==> src/rtl/step_generator_if.sv <==
`default_nettype none
// +--------------------------------------------------------------------------+
// | step_generator_if                                                        |
// | Move-request and STEP/DIR signal bundle between controller and generator.|
// | Optional position_out present when STEP_GEN_POSITION_EN is defined.      |
// | Rev 1.0                                                                  |
// +--------------------------------------------------------------------------+
interface step_generator_if #(
  parameter int SIZE = 16
);
  logic            tick_in;
  logic [SIZE-1:0] steps_in;
  logic            dir_in;
  logic            start_in;
  logic            ready_out;
  logic            step_out;
  logic            dir_out;
  logic            done_out;
  logic [SIZE-1:0] remaining_out;
`ifdef STEP_GEN_POSITION_EN
  logic [31:0]     position_out;

  modport master (
    output tick_in, steps_in, dir_in, start_in,
    input  ready_out, step_out, dir_out, done_out, remaining_out, position_out
  );
  modport slave (
    input  tick_in, steps_in, dir_in, start_in,
    output ready_out, step_out, dir_out, done_out, remaining_out, position_out
  );
`else
  modport master (
    output tick_in, steps_in, dir_in, start_in,
    input  ready_out, step_out, dir_out, done_out, remaining_out
  );
  modport slave (
    input  tick_in, steps_in, dir_in, start_in,
    output ready_out, step_out, dir_out, done_out, remaining_out
  );
`endif
endinterface
`default_nettype wire

==> src/rtl/step_generator.sv <==
`default_nettype none
// +--------------------------------------------------------------------------+
// | step_generator                                                           |
// | Turns divider ticks into a bounded STEP/DIR pulse train per loaded move. |
// | Optional macro: STEP_GEN_POSITION_EN adds a signed 32-bit position count.|
// | Rev 1.0                                                                  |
// +--------------------------------------------------------------------------+
module step_generator #(
  parameter int SIZE        = 16,
  parameter int PULSE_WIDTH = 4,
  parameter int DIR_SETUP   = 2
) (
  input wire              clk_in,
  input wire              reset_in,
  step_generator_if.slave bus
);

  localparam int c_cnt_w = 16;

  localparam logic [2:0] c_idle      = 3'd0;
  localparam logic [2:0] c_setup     = 3'd1;
  localparam logic [2:0] c_wait_tick = 3'd2;
  localparam logic [2:0] c_pulse     = 3'd3;
  localparam logic [2:0] c_done      = 3'd4;

  logic [2:0]         state_q, state_d;
  logic [c_cnt_w-1:0] cnt_q, cnt_d;
  logic               step_q, step_d;
  logic               dir_q, dir_d;
  logic               tick_q, tick_d;
  logic [SIZE-1:0]    rem_q, rem_d;
  logic               tick_rise;
`ifdef STEP_GEN_POSITION_EN
  logic [31:0]        pos_q, pos_d;
`endif

  // Divider shares this clock, so a plain one-flop edge detect suffices.
  assign tick_rise = bus.tick_in & ~tick_q;

  always_ff @(posedge clk_in) begin
    if (reset_in) begin
      state_q <= c_idle;
      cnt_q   <= '0;
      step_q  <= 1'b0;
      dir_q   <= 1'b0;
      tick_q  <= 1'b0;
      rem_q   <= '0;
`ifdef STEP_GEN_POSITION_EN
      pos_q   <= '0;
`endif
    end else begin
      state_q <= state_d;
      cnt_q   <= cnt_d;
      step_q  <= step_d;
      dir_q   <= dir_d;
      tick_q  <= tick_d;
      rem_q   <= rem_d;
`ifdef STEP_GEN_POSITION_EN
      pos_q   <= pos_d;
`endif
    end
  end

  always_comb begin
    state_d = state_q;
    cnt_d   = cnt_q;
    step_d  = step_q;
    dir_d   = dir_q;
    tick_d  = bus.tick_in;
    rem_d   = rem_q;
`ifdef STEP_GEN_POSITION_EN
    pos_d   = pos_q;
`endif
    case (state_q)
      c_idle: begin
        if (bus.start_in) begin
          rem_d = bus.steps_in;
          dir_d = bus.dir_in;
          if (bus.steps_in == '0) begin
            state_d = c_done;
          end else begin
            state_d = c_setup;
            cnt_d   = c_cnt_w'(DIR_SETUP);
          end
        end
      end
      c_setup: begin
        // Ticks arriving here are deliberately lost: dir_out is still settling.
        cnt_d = cnt_q - 1'b1;
        if (cnt_q <= c_cnt_w'(1)) begin
          state_d = c_wait_tick;
        end
      end
      c_wait_tick: begin
        if (tick_rise) begin
          step_d  = 1'b1;
          rem_d   = rem_q - 1'b1;
          cnt_d   = c_cnt_w'(PULSE_WIDTH);
          state_d = c_pulse;
`ifdef STEP_GEN_POSITION_EN
          pos_d   = dir_q ? pos_q + 32'd1 : pos_q - 32'd1;
`endif
        end
      end
      c_pulse: begin
        cnt_d = cnt_q - 1'b1;
        if (cnt_q <= c_cnt_w'(1)) begin
          step_d  = 1'b0;
          state_d = (rem_q == '0) ? c_done : c_wait_tick;
        end
      end
      c_done: begin
        state_d = c_idle;
      end
      default: begin
        state_d = c_idle;
      end
    endcase
  end

  always_comb begin
    bus.ready_out     = (state_q == c_idle);
    bus.done_out      = (state_q == c_done);
    bus.step_out      = step_q;
    bus.dir_out       = dir_q;
    bus.remaining_out = rem_q;
`ifdef STEP_GEN_POSITION_EN
    bus.position_out  = pos_q;
`endif
  end

endmodule
`default_nettype wire

==> src/flat_wrapper.sv <==
// flat-port wrapper written by rule: the top's interface ports become plain ports
module step_generator_flat 
#(
  parameter int SIZE        = 16,
  parameter int PULSE_WIDTH = 4,
  parameter int DIR_SETUP   = 2
)
  (clk_in, reset_in, bus_tick_in, bus_steps_in, bus_dir_in, bus_start_in, bus_ready_out, bus_step_out, bus_dir_out, bus_done_out, bus_remaining_out);
  step_generator_if #(.SIZE(SIZE)) bus_i ();
  input wire clk_in;
  input wire reset_in;
  input wire logic [$bits(bus_i.tick_in)-1:0] bus_tick_in;
  input wire logic [$bits(bus_i.steps_in)-1:0] bus_steps_in;
  input wire logic [$bits(bus_i.dir_in)-1:0] bus_dir_in;
  input wire logic [$bits(bus_i.start_in)-1:0] bus_start_in;
  output wire logic [$bits(bus_i.ready_out)-1:0] bus_ready_out;
  output wire logic [$bits(bus_i.step_out)-1:0] bus_step_out;
  output wire logic [$bits(bus_i.dir_out)-1:0] bus_dir_out;
  output wire logic [$bits(bus_i.done_out)-1:0] bus_done_out;
  output wire logic [$bits(bus_i.remaining_out)-1:0] bus_remaining_out;
  assign bus_i.tick_in = bus_tick_in;
  assign bus_i.steps_in = bus_steps_in;
  assign bus_i.dir_in = bus_dir_in;
  assign bus_i.start_in = bus_start_in;
  assign bus_ready_out = bus_i.ready_out;
  assign bus_step_out = bus_i.step_out;
  assign bus_dir_out = bus_i.dir_out;
  assign bus_done_out = bus_i.done_out;
  assign bus_remaining_out = bus_i.remaining_out;
  step_generator #(.SIZE(SIZE), .PULSE_WIDTH(PULSE_WIDTH), .DIR_SETUP(DIR_SETUP)) u_core (.clk_in(clk_in), .reset_in(reset_in), .bus(bus_i));
endmodule
==> config.mk <==
export PLATFORM = sky130hd
export DESIGN_NAME = step_generator_flat
export DESIGN_NICKNAME = d
export VERILOG_FILES = /design/src/rtl/step_generator_if.sv /design/src/rtl/step_generator.sv /design/src/flat_wrapper.sv
export SDC_FILE = /design/constraint.sdc
export NUM_CORES = 1
export LEC_CHECK = 0
export CAP_MARGIN = 10
export CORE_AREA = 2 2 50 99
export DETAILED_ROUTE_END_ITERATION = 8
export DIE_AREA = 0 0 52 101
export GPL_ROUTABILITY_DRIVEN = 0
export HOLD_SLACK_MARGIN = 0.05
export PLACE_DENSITY = 0.77
export SLEW_MARGIN = 5
export SYNTH_ARGS = -nofsm -noshare
export SYNTH_HDL_FRONTEND = slang
export SYNTH_SLANG_ARGS = --single-unit
==> constraint.sdc <==
create_clock -name clk_in -period 3.2 [get_ports clk_in]
set_clock_uncertainty 0.1 [all_clocks]
set_input_delay 0.48 -clock clk_in [delete_from_list [all_inputs] [get_ports clk_in]]
set_output_delay 0.48 -clock clk_in [all_outputs]
set_load 0.005 [all_outputs]
Word-level counts from Yosys, hierarchy flattened
Index checks and enable logic that the tools add are counted.
{"block": "word_totals", "regBits": 38, "out_inout_bits": 20, "elab_cells": 49, "in_bits": 21}
{"block": "op_classes", "bitwise_logic": 2, "eq_ne": 9, "order_cmp": 1, "n_reduce_logical": 12, "mux": 17, "add_sub_neg": 2}
{"op": "$mux W16", "n": 5}
{"op": "$pmux W16 S3", "n": 1}
{"op": "$logic_not A16 Y1", "n": 2}
{"op": "$pmux W16 S2", "n": 1}
{"op": "$sub A16 B1 Y16 const B", "n": 2}
{"op": "$mux W3", "n": 6}
{"op": "$le A16 B1 Y1 const B", "n": 1}
{"op": "$pmux W3 S4", "n": 1}
{"op": "$reduce_and A4 Y1", "n": 2}
{"op": "$eq A3 B2 Y1 const B", "n": 2}
{"op": "$ne A2 B1 Y1 const B", "n": 3}
{"op": "$reduce_and A3 Y1", "n": 2}
{"op": "$ne A2 B2 Y1 const B", "n": 2}
{"op": "$reduce_bool A2 Y1", "n": 2}
{"op": "$eq A3 B1 Y1 const B", "n": 1}
{"op": "$eq A3 B3 Y1 const B", "n": 1}
{"op": "$logic_not A3 Y1", "n": 1}
{"op": "$reduce_bool A3 Y1", "n": 1}
{"op": "$mux W1", "n": 2}
{"op": "$pmux W1 S2", "n": 1}
{"op": "$reduce_and A2 Y1", "n": 1}
{"op": "$reduce_or A2 Y1", "n": 1}
{"op": "$and A1 B1 Y1", "n": 1}
{"op": "$not A1 Y1", "n": 1}

Longest topological paths before layout
Gate-level depths: netlist of the first run.
{"block": "depth", "depth_word": 4, "depth_mapped": 8, "ltp_nobuf": 7}

Worst setup path before layout of the first run
No wires, ideal clock.
{"block": "synth_path", "kind": "flip-flop to flip-flop", "startpoint": "register u_core.rem_q[7], in the netlist u_core.bus.remaining_out[7]", "endpoint": "register u_core.rem_q[14], in the netlist u_core.bus.remaining_out[14]", "required_time_ps": 2973, "setup_time_ps": 127, "path_slack_ps": 910, "n_path_buf": 1, "period_less_slack_ps": 2290, "t_arrival_ps": 2064, "path_stages_with_launch": 7, "path_cell_list": "dfxtp_1 > or4_1 > buf_2 > or3_4 > o311a_1 > a2111oi_1 > nor2_1"}
{"block": "synth_between", "elab_chain_cells": 3}
{"item": "start: declaration", "line": "step_generator.sv:31", "source": "logic [SIZE-1:0] rem_q, rem_d;"}
{"item": "start signal: assignment", "line": "step_generator.sv:57", "source": "rem_q <= rem_d;"}
{"item": "$sub A16 B1 Y16", "line": "step_generator.sv:97", "source": "rem_d = rem_q - 1'b1;"}
{"item": "$mux W16", "line": "step_generator.sv:95", "source": "if (tick_rise) begin"}
{"item": "$pmux W16 S2", "line": "step_generator.sv:74", "source": "case (state_q)"}
No other way between the ends. The select of a mux whose other input is x is not followed.
A chain may end at the register's enable or synchronous reset.

Final worst setup path of the first run
Ends and elaborated chain as after synthesis.

==> metrics, run 1 <==
Final period util 0.765; Hold Violations, Final 0; reg2reg start u_core.bus.remaining_out[7]$_SDFFE_PP0P_; Logic pwr share 0.541; met1 usage 0.316; Starting Density 0.504; CTS buffer count 5; fin area 2730 µm²; final setup vio count 0; Post-Layout Cell Count 372; Clock Pin Slew Worst Setup and Hold Paths 0.08 ns; initial antenna violation count 0; H-tree depth 2; Crit Path Category reg2reg; largest family of logic cells by synthesized area simple AND/OR/NAND/NOR gates; worst vdd ir 0.544 mV; Worst Tran Pin Value 0.919 ns; CTS Root Cell clkbuf_8; CTS tree yes; Slew HR 0.387; Tmin final 2.45 ns; met3 GRT Util 0.0415; distinct cell type count of the synthesized netlist about 60; Seq cells post-synth 38; post-synth top area share 0.334; max_cap viols 0; crit start category flop; Critical Path End Type flop; main flop type after synthesis dfxtp_1; leading area contributor after synthesis dfxtp_1; pwr dens 888 nW/µm²; setup TNS 0 ns; Synth Area in Compound Gates 0.257; CP Max Fanout 8; Seq pwr share 0.326; DIE HEIGHT between 100 and 150 µm; simple-gate area share of the yosys netlist 0.315; Switch Pwr 1080 µW; busiest grt layer met2; XOR/XNOR Fraction of Synth Area 0.0116; arrival time at the worst endpoint roughly 2.5 ns; sequential fraction of the synthesis area 0.334; f_max 409 MHz; Setup Fix Bufs, Post-CTS 0; post-placement cell area 2650 µm²; top cells by area, synth dfxtp_1 33%, a21oi_1 5.9%, nor2_1 5.3%, o21ai_0 4.2%, nor4_1 3.9%; Lkg Pwr slightly below 0.001 µW; Clock Tree Buf Depth 2; cts repair resizes 0; n_diodes 0; via count of the first global-routing pass ~2100; DIE AREA 5250 µm²; hold depth 2; GR Util met2 0.371; clock network power share 0.133; Hold Path End u_core.cnt_q[1]$_SDFFE_PP0P_; drt wl/cell 15.8 µm; Final #Nets 342; sw frac 0.445; die width 52 µm; post-synthesis mux area share 0; Internal Pwr Total 1340 µW; vias per inst 6.24; drt drc 0; Routed Antenna Nets 0; P&R area growth vs syn 19.9%; GR Util All Layers 0.240; R2R cell count 5; pin count of the biggest net entering global routing 32; EDFF count, synth 0; Cell Area, Synth 2270 µm²; Core Region 4510 µm²; dpl cells about 370; first-pass GRT wire length about 9800 µm; Syn Area/Cell ~8 µm²; CTS sink cnt 38; hold crit path type reg2reg; Final Core Density 0.604; Ports 41; clk_lat worst skew 0.29 ns; via count 2320; Net Count, Synth 311; Synth Instances 286; # port buffers 40; Ys Warns 0; hold path startpoint u_core.cnt_q[1]$_SDFFE_PP0P_; Routed WL 5890 µm; Slew Limit Fails 0; Post-Synth Adder-Cell Area 0.0220; # hold bufs at CTS 0; initial drt markers 69; count leader, synth dfxtp_1; layout cells sized above 1 0.0631; worst r2r dst u_core.bus.remaining_out[14]$_SDFFE_PP0P_; gr ovfl total 0; critical path required time about 3.3 ns; outcome finished clean; num rows 35; RSZ-0062 raised after global routing no; total iterations of the first detailed-routing run 4; Reg2Reg Setup Slack 0.75 ns; dpl hpwl between 4000 and 5000 µm; ys async rst share 0; Post-synth top cells 38 x dfxtp_1, 32 x nor2_1, 27 x a21oi_1; Power, Total 2420 µW
## critical path, cell delays in order (launching register included)
cell and delay (ns):
dfxtp_1 0.39, or4_1 0.69, or3_4 0.39, o311a_1 0.34
a2111oi_1 0.35, nor2_1 0.07
## power groups by stage
stage | Clock [µW] | Combinational, µW | Sequential (µW)
after global placement | 0 | 1260 | 785
final | 323 | 1310 | 789
after CTS | 328 | 1300 | 786
after detailed placement | 0 | 1290 | 796
after global routing | 345 | 1460 | 819
after floorplan | 0 | 986 | 738
## cell families after synthesis
group,Yosys count
AO/OA/AOI/OAI,91
XOR/XNOR,3
AND/OR/NAND/NOR,126
flip-flops,38
adder cells (fa/ha/maj),4
buffers and inverters,24
## layer usage
metal  share of wire  vias up
li1                -     1143
met1            0.45     1081
met2            0.48       87
met3           0.054        9
met4           0.021        0
met5               0        -
## registers in the layout (all words and copies together) (netlist names)
name,flops
u_core.cnt_q,16
u_core.tick_q,1
u_core.bus.remaining_out,16
u_core.bus.step_out,1
u_core.bus.dir_out,1
u_core.state_q,3
## per-stage QoR
step	worst slack (ns)	hold WS, ns
finish	0.753	0.367
global placement	0.495	0.350
global route	0.601	0.410
detailed placement	0.501	0.358
floorplan	0.910	0.340
CTS	0.749	0.367
## cell usage in the layout (no fill, tap or decap), types with 4 or more instances in the layout
master           count
nand3_1              9
ha_1                 4
nand2_1             18
o31ai_1              7
or4_1                8
dfxtp_1             38
a211oi_1             7
inv_1                5
clkbuf_8             5
or3_1               11
nor2_1              32
a22oi_1              4
clkdlybuf4s50_1     40
nor4_1              14
o21ai_0             19
a21oi_1             27
nor3_1              11
## cell type report
| class | count | area (µm²) |
|---|---|---|
| inverters | 5 | 18.8 |
| flip-flops and latches | 38 | 761 |
| well taps | 55 | 68.8 |
| clock inverters | 2 | 10.0 |
| clock buffers | 5 | 68.8 |
| repair buffers | 43 | 423 |
| fillers | 412 | 1780 |
| multi-input cells | 224 | 1380 |
## worst max path at each step
stage / start / to / slack, ns / depth (start not counted)
5_1_grt: bus_steps_in[9] / u_core.cnt_q[4]$_SDFFE_PP0P_ / 0.60 / 6
6_report: u_core.bus.remaining_out[7]$_SDFFE_PP0P_ / u_core.bus.remaining_out[14]$_SDFFE_PP0P_ / 0.75 / 5
3_5_place_dp: bus_steps_in[9] / u_core.cnt_q[2]$_SDFFE_PP0P_ / 0.50 / 6
2_1_floorplan: u_core.bus.remaining_out[7]$_SDFFE_PP0P_ / u_core.bus.remaining_out[14]$_SDFFE_PP0P_ / 0.91 / 6
3_3_place_gp: bus_steps_in[6] / u_core.cnt_q[2]$_SDFFE_PP0P_ / 0.49 / 6
4_1_cts: u_core.bus.remaining_out[7]$_SDFFE_PP0P_ / u_core.bus.remaining_out[14]$_SDFFE_PP0P_ / 0.75 / 5
Power figures use the tool's default switching activity.
==> inputs of run 2 (changes only) <==
Clock period 3.2 ns to 2.6 ns, I/O delays scaled along.
==> run 2 against run 1 <==
Net effect:
- clock power up 96%
- non-clock buffer count up 7
- flip-flop and latch count unchanged
- cell count up 2.2%
- via count up 2.7%
- register-to-register slack worse by 0.47 ns
- fmax up 5.6%
- critical path depth unchanged
==> metrics, run 2 (synthesis results as in run 1) <==
Hold Violations, Final 0; crit-path leading delay family simple AND/OR/NAND/NOR gates; via count of the first global-routing pass 2415; total iterations of the first detailed-routing run 4; Routed Antenna Nets 0; hold crit path type reg2reg; Worst Tran Pin Value 0.843 ns; H-tree depth 2; clk_lat worst skew 0.29 ns; Final period util 0.891; initial drt markers 93; crit start category flop; CTS sink cnt 38; drt wl/cell 16.2 µm; Max stage delay on crit path 0.59 ns; Setup Fix Bufs, Post-CTS 0; Tmin final 2.32 ns; Slew HR 0.437; # hold bufs at CTS 0; Final #Nets roughly 350; die width 52 µm; P&R area growth vs syn 25.0%; worst r2r dst u_core.bus.remaining_out[14]$_SDFFE_PP0P_; CP Max Fanout 8; hold depth 2; n_diodes 0; CTS Root Cell clkbuf_8; Ports 41; Power, Total 3300 µW; DIE HEIGHT 101 µm; most common cell after layout, fill and taps aside clkdlybuf4s50_1; Hold Path End u_core.cnt_q[1]$_SDFFE_PP0P_; vias per inst 6.27; CTS buffer count 5; num rows 35; f_max 432 MHz; pwr dens 1160 nW/µm²; Clock Pin Slew Worst Setup and Hold Paths 0.08 ns; critical path required time 2.68 ns; setup TNS 0 ns; CTS tree yes; Starting Density 0.504; post-placement cell area 2700 µm²; reg2reg start u_core.bus.remaining_out[7]$_SDFFE_PP0P_; crit path max-delay cell type or4_1; worst-path cell chain or4_1 -> or3_4 -> o311a_1 -> a2111oi_1 -> nor2_1; via count roughly 2400; hold path startpoint u_core.cnt_q[1]$_SDFFE_PP0P_; R2R cell count 5; initial antenna violation count 0; cts repair resizes 0; # fillers around 410; Routed WL 6160 µm; drt drc 0; CP Depth 5; Clock Tree Buf Depth 2; dpl cells approximately 370; RSZ-0062 raised after global routing no; Core Region 4510 µm²; Critical Path End Type flop; pin count of the biggest net entering global routing 25; Reg2Reg Setup Slack roughly 0.28 ns; GR Util All Layers 0.259; Lkg Pwr 0.00106 µW; worst vdd ir 0.793 mV; Crit Path Category reg2reg; final setup vio count 0; WHS 0.369 ns; gr ovfl total 0; arrival time at the worst endpoint 2.40 ns; Slew Limit Fails 0; dpl hpwl 4310 µm; most frequent cells in the layout 40 x clkdlybuf4s50_1, 38 x dfxtp_1, 32 x nor2_1; Post-Layout Cell Count 380; layout cells sized above 1 0.0862; first-pass GRT wire length 10500 µm; Buf/Inv on CP 0; max_cap viols 0; outcome finished clean; DIE AREA 5250 µm²; # port buffers 40; fin area 2840 µm²
run 2: worst max path at each step:
| stage | startpoint | to | slack, ns |
|---|---|---|---|
| floorplan | u_core.bus.remaining_out[7]$_SDFFE_PP0P_ | u_core.bus.remaining_out[14]$_SDFFE_PP0P_ | 0.31 |
| global placement | bus_steps_in[9] | u_core.cnt_q[11]$_SDFFE_PP0P_ | 0.22 |
| detailed placement | bus_steps_in[11] | u_core.cnt_q[11]$_SDFFE_PP0P_ | 0.17 |
| CTS | u_core.bus.remaining_out[7]$_SDFFE_PP0P_ | u_core.bus.remaining_out[14]$_SDFFE_PP0P_ | 0.28 |
| global route | u_core.bus.remaining_out[7]$_SDFFE_PP0P_ | u_core.bus.remaining_out[14]$_SDFFE_PP0P_ | 0.15 |
| finish | u_core.bus.remaining_out[7]$_SDFFE_PP0P_ | u_core.bus.remaining_out[14]$_SDFFE_PP0P_ | 0.28 |
run 2: power by group:
group          internal [µW]  switching (µW)
clock network            409             222
logic                    777             932
registers                755             208
total                   1940            1360
run 2: layout make-up:
type / instances / area [µm²] / share of cell area
Multi-Input combinational cell: 224 / 1380 / 0.484
Sequential cell: 38 / 761 / 0.268
Timing Repair Buffer: 50 / 475 / 0.167
Clock buffer: 6 / 82.6 / 0.0290
Tap cell: 55 / 68.8 / 0.0242
Clock inverter: 2 / 60.1 / 0.0211
Inverter: 5 / 18.8 / 0.00660
run 2: worst register-to-register path: stages, from the launching register on:
cell and delay, ns:
dfxtp_1 0.39, or4_1 0.59, or3_4 0.36, o311a_1 0.33, a2111oi_1 0.36, nor2_1 0.07
run 2: routing by layer:
layer,up-vias,routed length (µm),global-route usage
li1,1159,-,-
met1,1105,2610,0.330
met2,100,2980,0.402
met3,19,387,0.0415
met4,0,180,0.148
met5,-,0,0
run 2: stage by stage:
stage / setup slack, ns / utilization
floorplan: 0.310 / -
global placement: 0.221 / 0.599
detailed placement: 0.175 / 0.599
CTS: 0.279 / 0.630
global route: 0.149 / 0.630
finish: 0.284 / 0.630
==> inputs of run 3 (changes only) <==
Settings changed: SLEW_MARGIN 5 to unset.
==> results of run 3 <==
No change in the layout: final DEF, timing and power equal those of run 2.
